**src/rtl/obi_mem_arbiter.sv**
```systemverilog
// obi_mem_arbiter: two-master (instr/data) arbiter onto a single-port RAM with an
// address window check and an in-order response tag pipeline.
module obi_mem_arbiter #(
   parameter logic [31:0] MEM_START    = 32'h0000_0000,
   parameter logic [31:0] MEM_MASK     = 32'h0000_FFFF,
   parameter int          RAM_LATENCY  = 1,
   parameter logic [31:0] STARVE_LIMIT = 32'd8
) (
   input  logic        clk_sys,
   input  logic        rst_sys,
   input  logic        instr_req_i,
   input  logic [31:0] instr_addr_i,
   output logic        instr_gnt_o,
   output logic        instr_rvalid_o,
   output logic [31:0] instr_rdata_o,
   output logic        instr_err_o,
   input  logic        data_req_i,
   input  logic        data_we_i,
   input  logic [3:0]  data_be_i,
   input  logic [31:0] data_addr_i,
   input  logic [31:0] data_wdata_i,
   output logic        data_gnt_o,
   output logic        data_rvalid_o,
   output logic [31:0] data_rdata_o,
   output logic        data_err_o,
   output logic        mem_req_o,
   output logic        mem_we_o,
   output logic [3:0]  mem_be_o,
   output logic [31:0] mem_addr_o,
   output logic [31:0] mem_wdata_o,
   input  logic        mem_rvalid_i,
   input  logic [31:0] mem_rdata_i,
   output logic [31:0] instr_cnt_o,
   output logic [31:0] data_cnt_o,
   output logic        proto_err_o
);
   logic [31:0] starve_cnt, sel_addr, rd;
   logic [RAM_LATENCY-1:0] tag_v, tag_own, tag_err;
   logic data_pri, grant, in_win, out_v, out_own, out_err;
   always_comb begin
      data_pri = (STARVE_LIMIT != 32'd0) && (starve_cnt == STARVE_LIMIT);
      data_gnt_o = !rst_sys && data_req_i && (!instr_req_i || data_pri);
      instr_gnt_o = !rst_sys && instr_req_i && !data_gnt_o;
      grant = instr_gnt_o || data_gnt_o;
      sel_addr = data_gnt_o ? data_addr_i : instr_addr_i;
      in_win = (sel_addr & ~MEM_MASK) == MEM_START;
      mem_req_o = grant && in_win;
      mem_addr_o = mem_req_o ? sel_addr : 32'h0;
      mem_we_o = mem_req_o && data_gnt_o && data_we_i;
      mem_be_o = !mem_req_o ? 4'h0 : data_gnt_o ? data_be_i : 4'hF;
      mem_wdata_o = (mem_req_o && data_gnt_o) ? data_wdata_i : 32'h0;
      out_v = tag_v[RAM_LATENCY-1];
      out_own = tag_own[RAM_LATENCY-1];
      out_err = tag_err[RAM_LATENCY-1];
      rd = (out_v && !out_err) ? mem_rdata_i : 32'h0;
      instr_rvalid_o = out_v && !out_own;
      data_rvalid_o = out_v && out_own;
      instr_rdata_o = instr_rvalid_o ? rd : 32'h0;
      data_rdata_o = data_rvalid_o ? rd : 32'h0;
      instr_err_o = instr_rvalid_o && out_err;
      data_err_o = data_rvalid_o && out_err;
   end
   // tag bit 0 is the newest grant; the last bit lines up with the RAM response
   always_ff @(posedge clk_sys or posedge rst_sys) begin
      if (rst_sys) begin
         starve_cnt <= '0;
         tag_v <= '0;
         tag_own <= '0;
         tag_err <= '0;
         proto_err_o <= 1'b0;
         instr_cnt_o <= '0;
         data_cnt_o <= '0;
      end else begin
         starve_cnt <= data_gnt_o ? 32'h0 : (data_req_i && starve_cnt != STARVE_LIMIT) ? starve_cnt + 32'd1 : starve_cnt;
         tag_v[0] <= grant;
         tag_own[0] <= data_gnt_o;
         tag_err[0] <= grant && !in_win;
         for (int i = 1; i < RAM_LATENCY; i++) begin
            tag_v[i] <= tag_v[i-1];
            tag_own[i] <= tag_own[i-1];
            tag_err[i] <= tag_err[i-1];
         end
         proto_err_o <= proto_err_o || (mem_rvalid_i != (out_v && !out_err));
         instr_cnt_o <= instr_cnt_o + {31'b0, instr_gnt_o && instr_cnt_o != 32'hFFFF_FFFF};
         data_cnt_o <= data_cnt_o + {31'b0, data_gnt_o && data_cnt_o != 32'hFFFF_FFFF};
      end
   end
endmodule

```
**config.mk**
```make
export PLATFORM = sky130hd
export DESIGN_NAME = obi_mem_arbiter
export DESIGN_NICKNAME = d
export VERILOG_FILES = /design/src/rtl/obi_mem_arbiter.sv
export SDC_FILE = /design/constraint.sdc
export NUM_CORES = 1
export LEC_CHECK = 0
export CAP_MARGIN = 20
export CORE_MARGIN = 1
export CORE_UTILIZATION = 36
export CTS_BUF_LIST = sky130_fd_sc_hd__clkbuf_4 sky130_fd_sc_hd__clkbuf_8
export CTS_CLUSTER_DIAMETER = 40
export DETAILED_ROUTE_END_ITERATION = 6
export GPL_TIMING_DRIVEN = 0
export HOLD_SLACK_MARGIN = 0.05
export PLACE_DENSITY = 0.76
export SYNTH_ARGS = -nofsm -noshare
export SYNTH_HDL_FRONTEND = slang
export SYNTH_SLANG_ARGS = --single-unit
```
**constraint.sdc**
```tcl
create_clock -name clk_sys -period 5.95 [get_ports clk_sys]
set_clock_uncertainty 0.2 [all_clocks]
set_input_delay 1.19 -clock clk_sys [delete_from_list [all_inputs] [get_ports clk_sys]]
set_output_delay 1.19 -clock clk_sys [all_outputs]
set_load 0.005 [all_outputs]
```
### Word-level counts from Yosys, hierarchy flattened

Cells that the tools add are included.

| word-level totals | value |
|---|---|
| flip-flop bits (word level) | 100 |
| word-level logic and storage cells | 52 |

| cells by class | value |
|---|---|
| $add $sub $neg | 3 |
| equality and inequality tests | 5 |
| multiplexer cells | 10 |
| reduce and logical (&&, ||, !) cells | 27 |

Operators by type and width:

| operator | number |
|---|---|
| $mux 32 | 8 |
| $add 32x1->32 | 2 |
| $ne 32x32->1 const B | 2 |
| $add 32x1->32 const B | 1 |
| $eq 32x4->1 const B | 1 |
| $logic_not 32->1 | 1 |
| $ne 32x4->1 const B | 1 |
| $logic_and 1x1->1 | 16 |
| $mux 4 | 2 |
| $logic_not 1->1 | 6 |
| $logic_or 1x1->1 | 3 |
| $reduce_bool 2->1 | 1 |
| $ne 1x1->1 | 1 |

### Longest topological paths before layout

Gate-level depths: netlist of the first run.

| depth | value |
|---|---|
| depth in word-level cells | 9 |
| mapped depth | 14 |
| mapped depth without buffers | 14 |

### Least setup slack after synthesis of the first run

OpenSTA, ideal clock, no wires.

| timing | value |
|---|---|
| path type | input-to-output |
| from | input port rst_sys |
| to | output port mem_addr_o[10] |
| data arrival time | 4839 ps |
| path slack | -279 ps |
| stages | 6 |
| cell sequence | inv_1 > nand2_1 > nor2_1 > a21boi_4 > buf_6 > a31oi_1 |

| between the ends | value |
|---|---|
| cells in the longest elaborated chain, start to end | 8 |
| elaborated cells on any way between the ends | 11 |
| classes of those cells | mux (2); reduce/logical (9) |

Ends and longest elaborated chain:

| element | RTL line | RTL |
|---|---|---|
| start, declared | 10 | `input logic rst_sys,` |
| $logic_not 1->1 (no source line) (*) | n/a |  |
| branches (longest 6 deep; another with $mux 32) | n/a |  |
| $mux 32 (*) | 48 | `mem_addr_o = mem_req_o ? sel_addr : 32'h0;` |
| end, declared | 29 | `output logic [31:0] mem_addr_o,` |

Mark *: on every way between the ends.

### Worst setup path after layout of the first run

| timing | value |
|---|---|
| from | input port rst_sys |
| to | output port mem_wdata_o[8] |

| between the ends | value |
|---|---|
| cells in the longest elaborated chain, start to end | 9 |
| elaborated cells on any way between the ends | 12 |
| classes of those cells | mux (2); reduce/logical (10) |

Ends and longest elaborated chain:

| element | RTL line | RTL |
|---|---|---|
| $logic_not 1->1 (no source line) (*) | n/a |  |
| branches (longest 6 deep; another with $mux 32) | n/a |  |
| $logic_and 1x1->1 (*) | 51 | `mem_wdata_o = (mem_req_o && data_gnt_o) ? data_wdata_i : 32'h0;` |
| $mux 32 (*) | 51 |  |
| end, declared | 30 | `output logic [31:0] mem_wdata_o,` |

Marks and branches as above.

==> results of run 1 <==
-- per-stage QoR --
| stage | setup TNS, ns | hold slack (ns) | utilization, % | power [mW] |
|---|---|---|---|---|
| after floorplan | 0 | 0.259 | - | 0.926 |
| after global placement | -80.81 | 0.253 | 58.5 | 1.17 |
| after detailed placement | -1.90 | 0.253 | 58.8 | 1.17 |
| after CTS | 0 | 0.272 | 60.1 | 1.65 |
| after global routing | 0 | 0.295 | 60.2 | 1.72 |
| final | 0 | 0.268 | 60.2 | 1.64 |
-- worst min path at each step --
stage	slack, ns	from	endpoint	cells after the start
finish	0.27	proto_err_o	proto_err_o	1
global route	0.29	proto_err_o	proto_err_o	1
CTS	0.27	proto_err_o	proto_err_o	1
detailed placement	0.25	proto_err_o	proto_err_o	1
global placement	0.25	proto_err_o	proto_err_o	1
floorplan	0.26	proto_err_o	proto_err_o	1
-- power breakdown --
part           switching [mW]  internal [mW]  leakage (nW)
Clock                   0.255          0.215         0.111
Sequential             0.0640          0.726          1.36
Combinational           0.151          0.225          2.75
-- synth_stat cells (all sizes together), types with 3 or more instances --
master | number | area share [%]
nor3 | 20 | 2.3
nand2 | 53 | 3.3
xor2 | 27 | 3.9
nor2 | 53 | 3.3
xnor2 | 64 | 9.2
clkbuf | 17 | 1.0
and4 | 10 | 1.5
inv | 13 | 0.80
o21ai | 6 | 0.68
buf | 28 | 3.4
and2 | 68 | 7.0
nor4 | 20 | 2.8
a21oi | 3 | 0.25
nand4 | 28 | 3.1
nand3 | 66 | 5.4
a31oi | 17 | 1.7
ha | 6 | 1.2
and3 | 50 | 5.2
dfrtp | 100 | 41
nor2b | 4 | 0.41
-- kinds of logic (layout without fill, tap and decap cells) --
group | count (synthesis) | after routing | share of synthesized area [%]
and+or+nand+nor | 382 | 382 | 35.6
DFF | 100 | 100 | 41.1
other | 1 | 16 | 0.0616
adders and majority gates | 6 | 6 | 1.23
xor gates and xnor gates | 91 | 91 | 13.1
AOI/OAI and AO/OA | 30 | 30 | 3.68
buffers and inverters | 58 | 401 | 5.26
-- routing by layer --
layer / GRT usage [%] / up-vias / wire, um
met5: 0 / - / 15
met4: 7.17 / 2 / 556
met3: 10.1 / 40 / 2460
met2: 41.0 / 254 / 10400
met1: 33.7 / 2920 / 9610
li1: - / 2975 / -
-- state kept, by name (all words and copies together), names as in the netlist --
name         count
data_cnt_o      32
instr_cnt_o     32
out_err          1
out_own          1
out_v            1
proto_err_o      1
starve_cnt      32
-- repair_timing --
item / CTS / global route
hold endpoints to repair: 0 / 0
endpoints found under the setup margin: 23 / 36
pin swaps: 0 / 0
gates resized for setup: 1 / 1
gates cloned: 0 / 1
hold buffers: 0 / 0
-- layout make-up --
class                      count  area (sq um)
multi-input combinational    525          3330
fill                        1468          6580
inverter                      13          52.6
clock inverter                 6          83.8
clock buffer                  10           138
buffer                        45           272
timing repair buffer         326          3280
tap                          220           275
timing repair inverter         1          5.00
sequential                   100          2500
-- worst register-to-register path, stage by stage, from the launching register on --
cell and delay (ns):
dfrtp_1 0.45, nor4_1 0.45, nand4_2 0.32, o21ai_4 0.37
nand2_1 0.23, a31oi_1 0.23, ha_1 0.19, and3_1 0.21
nand3_1 0.22, nor4_1 0.66, nand2_1 0.15, xnor2_1 0.15
==> impl_metrics.env, run 1 <==
export IMPL_status="finished, final reports clean"
export IMPL_power_leakage_nw=4.22
export IMPL_syn_area_sq_mm=0.00609
export IMPL_rsz_0062_raised_after_global_routing="false"
export IMPL_first_global_vias=5868
export IMPL_critical_path_slowest_cell="clkdlybuf4s50_1"
export IMPL_worst_r2r_path_depth=11
export IMPL_drive_above_1_share_pct=7.50
export IMPL_synth_lib_cells_used_distinct=46
export IMPL_timing_final_crit_share_pct=96.6
export IMPL_floorplan_die_height_um=132
export IMPL_clk_latency_ns=0.38
export IMPL_fmax_ghz=0.174
export IMPL_numCtsBuffers=9
export IMPL_path_depth=8
export IMPL_starting_utilization_of_the_core_area_pct=36.9
export IMPL_worst_pin_slew_ns=0.819
export IMPL_placement_rows=47
export IMPL_ys_warn_count=0
export IMPL_timing_hold_worst_class="register to register"
export IMPL_timing_final_crit_period_ns=5.75
export IMPL_pre_cts_ws_ns=-0.168
export IMPL_cts_sinks=100
export IMPL_worst_path_buf_inv=5
export IMPL_final_hold_violation_count=0
export IMPL_vias_per_cell=4.97
export IMPL_grt_start_max_net_pins=42
export IMPL_r2r_path_start="starve_cnt[26]"
export IMPL_synth_async_reset_ratio_pct=100
export IMPL_cts_htree_levels=3
export IMPL_design_die_area_sq_mm=0.0174
export IMPL_clock_tree_from_tritoncts="done"
export IMPL_timing_critical_path_cells="clkdlybuf4s50_1 > clkinvlp_4 > buf_12 > nand2_1 > nor2_4 > clkbuf_1 > and3_1 > clkdlybuf4s50_1"
export IMPL_layout_cells_non_filler=1246
export IMPL_crit_path_start_kind="primary input"
export IMPL_antenna_cells=0
export IMPL_drt_iter0_markers=459
export IMPL_worst_endpoint_arrival_ns=4.36
export IMPL_timing_worst_setup_path_type="primary input to primary output"
export IMPL_cts_root_to_sink_buffers=2
export IMPL_drt_pass1_iter_count=5
export IMPL_pin_count=343
export IMPL_ant_nets=0
export IMPL_coreArea_sq_mm=0.0165
export IMPL_end_kind="primary output"
export IMPL_powerDensity_mw_per_mm2=164
export IMPL_placed_cells=1229
export IMPL_layout_cells_most_common_list="clkdlybuf4s50_1, dfrtp_1, and2_1, nand3_1, xnor2_1"
export IMPL_die_width_um=132
export IMPL_avgRoutedWirePerCell_um=18.5
export IMPL_max_cap_viol_count=0
export IMPL_layout_commonest_cell="clkdlybuf4s50_1"
export IMPL_worst_slack_ns=0.200
export IMPL_ys_flop_type="dfrtp_1"
export IMPL_finalMaxSlewViolations=0
export IMPL_grt_antenna_before_repair=1
export IMPL_globalplace_congestion=0.948
export IMPL_ff2ff_setup_slack_ns=2.03
export IMPL_synth_sequential_area_ratio_pct=41.1
export IMPL_area_growth_pct=63.2
export IMPL_max_stage_delay_ns=0.58
export IMPL_postSynthAreaPerCell_sq_um=9.12
export IMPL_vias=6191
export IMPL_finalWirelength_mm=23.1
export IMPL_synth_ff_latch_count=100
export IMPL_r2r_end="data_cnt_o[31]"
export IMPL_clock_root_buffer="clkbuf_8"
export IMPL_worst_setup_path_startpoint="rst_sys"
export IMPL_critPathRequiredTime_ns=4.56
export IMPL_path_max_fanout=38
export IMPL_slew_headroom_pct=45.3
export IMPL_setup_violations=0
export IMPL_placed_cell_area_sq_mm=0.00971
export IMPL_post_cts_buffers=0
export IMPL_numPortBuffers=324
export IMPL_clkTransAtPathRegs_ns=0.08
export IMPL_gr_total_overflow=0
export IMPL_grt_first_pass_wirelength_mm=34.6
export IMPL_nNetsFinal=1165
export IMPL_number_of_flops_mapped_to_enable_cells_by_yosys=0
export IMPL_track_usage_pct=26.2
export IMPL_fin_area_sq_mm=0.00994
export IMPL_synthCells=668
export IMPL_timing_critical_path_max_delay_family="buffers and inverters"
export IMPL_peakVddDrop_v=0.000192
export IMPL_hpwlAfterDp_mm=18.8
export IMPL_crit_path_frequent_cell="clkdlybuf4s50_1"
export IMPL_drc=0
export IMPL_crit_path_end="mem_wdata_o[8]"
Note: power is estimated with default switching activity, not from simulation.
==> run 2: changes to the inputs <==
--- a/config.mk
+++ b/config.mk
@@ -7,13 +7,14 @@
 export LEC_CHECK = 0
 export CAP_MARGIN = 20
 export CORE_MARGIN = 1
-export CORE_UTILIZATION = 36
-export CTS_BUF_LIST = sky130_fd_sc_hd__clkbuf_4 sky130_fd_sc_hd__clkbuf_8
+export CORE_UTILIZATION = 35
+export CTS_BUF_LIST = sky130_fd_sc_hd__clkbuf_16
 export CTS_CLUSTER_DIAMETER = 40
+export CTS_CLUSTER_SIZE = 12
 export DETAILED_ROUTE_END_ITERATION = 6
 export GPL_TIMING_DRIVEN = 0
 export HOLD_SLACK_MARGIN = 0.05
-export PLACE_DENSITY = 0.76
+export PLACE_DENSITY = 0.74
 export SYNTH_ARGS = -nofsm -noshare
 export SYNTH_HDL_FRONTEND = slang
 export SYNTH_SLANG_ARGS = --single-unit
==> impl_metrics.env, run 2 (synthesized netlist as in run 1, its figures left out) <==
export IMPL_drt_pass1_iter_count=5
export IMPL_cts_root_to_sink_buffers=2
export IMPL_layout_commonest_cell="clkdlybuf4s50_1"
export IMPL_cts_hold_repair_buffers=0
export IMPL_max_cap_viol_count=0
export IMPL_hold_worst_slack_ns=0.274
export IMPL_fin_area_sq_mm=0.0100
export IMPL_slew_headroom_pct=45.0
export IMPL_first_global_vias=5969
export IMPL_timing_worst_setup_path_type="primary input to primary output"
export IMPL_layout_cells_most_common_list="clkdlybuf4s50_1, dfrtp_1, and2_1, nand3_1, xnor2_1"
export IMPL_post_cts_resized=0
export IMPL_design_die_area_sq_mm=0.0179
export IMPL_die_width_um=134
export IMPL_crit_path_start_kind="primary input"
export IMPL_nNetsFinal=1165
export IMPL_layout_top_registers="data_cnt_o (32), instr_cnt_o (32), starve_cnt (32)"
export IMPL_final_hold_violation_count=0
export IMPL_drt_iter0_markers=453
export IMPL_worst_endpoint_arrival_ns=4.24
export IMPL_area_growth_pct=64.4
export IMPL_end_kind="primary output"
export IMPL_clk_latency_ns=0.35
export IMPL_floorplan_die_height_um=134
export IMPL_pin_count=343
export IMPL_fmax_ghz=0.177
export IMPL_track_usage_pct=26.3
export IMPL_status="finished, final reports clean"
export IMPL_powerDensity_mw_per_mm2=175
export IMPL_finalMaxSlewViolations=0
export IMPL_starting_utilization_of_the_core_area_pct=36.3
export IMPL_vias=6212
export IMPL_coreArea_sq_mm=0.0168
export IMPL_finalWirelength_mm=24.0
export IMPL_grt_first_pass_wirelength_mm=35.2
export IMPL_critPathRequiredTime_ns=4.56
export IMPL_placement_rows=47
export IMPL_worst_pin_slew_ns=0.824
export IMPL_grt_start_max_net_pins=41
export IMPL_grt_antenna_before_repair=3
export IMPL_filler_cell_count=1458
export IMPL_critical_path_slowest_cell="clkdlybuf4s50_1"
export IMPL_setup_violations=0
export IMPL_timing_critical_path_cells="clkdlybuf4s50_1 > clkinvlp_4 > nand2_1 > nor2_2 > nand2_1 > o21ai_0 > clkdlybuf4s50_1"
export IMPL_ant_nets=0
export IMPL_worst_path_buf_inv=3
export IMPL_timing_critical_path_max_delay_family="buffers and inverters"
export IMPL_vias_per_cell=4.98
export IMPL_drive_above_1_share_pct=7.50
export IMPL_regArea_sq_mm=0.00250
export IMPL_drc=0
export IMPL_timing_final_crit_share_pct=94.7
export IMPL_multi_input_area_sq_mm=0.00333
export IMPL_max_stage_delay_ns=0.64
export IMPL_timing_hold_worst_class="register to register"
export IMPL_timing_final_crit_period_ns=5.63
export IMPL_cts_sinks=100
export IMPL_path_max_fanout=13
export IMPL_post_cts_buffers=0
export IMPL_gr_total_overflow=0
export IMPL_power_leakage_nw=4.25
export IMPL_cts_htree_levels=3
export IMPL_clock_tree_from_tritoncts="done"
export IMPL_numCtsBuffers=9
export IMPL_avgRoutedWirePerCell_um=19.2
export IMPL_globalplace_congestion=1.01
export IMPL_clock_root_buffer="clkbuf_16"
export IMPL_placed_cell_area_sq_mm=0.00971
export IMPL_peakVddDrop_v=0.000148
export IMPL_rsz_0062_raised_after_global_routing="false"
export IMPL_clkTransAtPathRegs_ns=0.07
export IMPL_hpwlAfterDp_mm=19.4
export IMPL_numPortBuffers=324
-- run 2: changes by cell type in the layout (fill, tap and decap cells not counted) --
| cell | change |
|---|---|
| bufinv_16 | -1 |
| inv_8 | +3 |
| nor2_4 | -1 |
| clkinv_2 | +1 |
| clkinv_4 | -2 |
| nor2_2 | +1 |
| clkinvlp_4 | +1 |
| diode_2 | +2 |
| clkinv_8 | -1 |
| clkbuf_16 | +9 |
| clkbuf_8 | -10 |
-- run 2: routing by layer --
metal	routed length, um	GRT usage (%)
met5	13	0
met4	877	11.0
met1	9550	31.1
met3	2840	12.5
met2	10700	40.9
-- run 2: through the flow --
stage	power, mW	instances	TNS (ns)	worst slack (ns)	util [%]
floorplan	0.926	683	0	0.735	-
global placement	1.17	1227	-81.60	-1.62	57.7
CTS	1.76	1245	0	0.0489	59.7
finish	1.75	1248	0	0.316	59.8
detailed placement	1.18	1229	0	0.0503	57.9
global route	1.83	1248	0	0.196	59.8
-- run 2: cell type report --
cell class	count	share of cell area, %
Tap cell	220	2.75
Clock inverter	7	0.662
Multi-Input combinational cell	525	33.2
Inverter	13	0.525
Buffer	45	2.71
Antenna cell	2	0.0500
Timing Repair Buffer	326	32.8
Timing Repair inverter	1	0.0500
Clock buffer	9	2.25
Sequential cell	100	25.0
-- run 2: power by group --
part / internal [mW] / switching [mW]
registers: 0.726 / 0.0610
clock network: 0.296 / 0.284
logic: 0.225 / 0.157
total: 1.25 / 0.502
-- run 2: path summary, 6_finish.rpt --
path / slack (ns) / cells after the start / startpoint / endpoint
setup / recovery: 0.32 / 7 / rst_sys / mem_be_o[2]
hold / removal: 0.27 / 1 / proto_err_o / proto_err_o
setup reg to reg: 2.11 / 11 / starve_cnt[7] / data_cnt_o[29]
hold reg to reg: 0.27 / 1 / proto_err_o / proto_err_o
max in group asynchronous: 3.64 / 4 / rst_sys / data_cnt_o[0]
min in group asynchronous: 1.13 / 2 / rst_sys / starve_cnt[16]
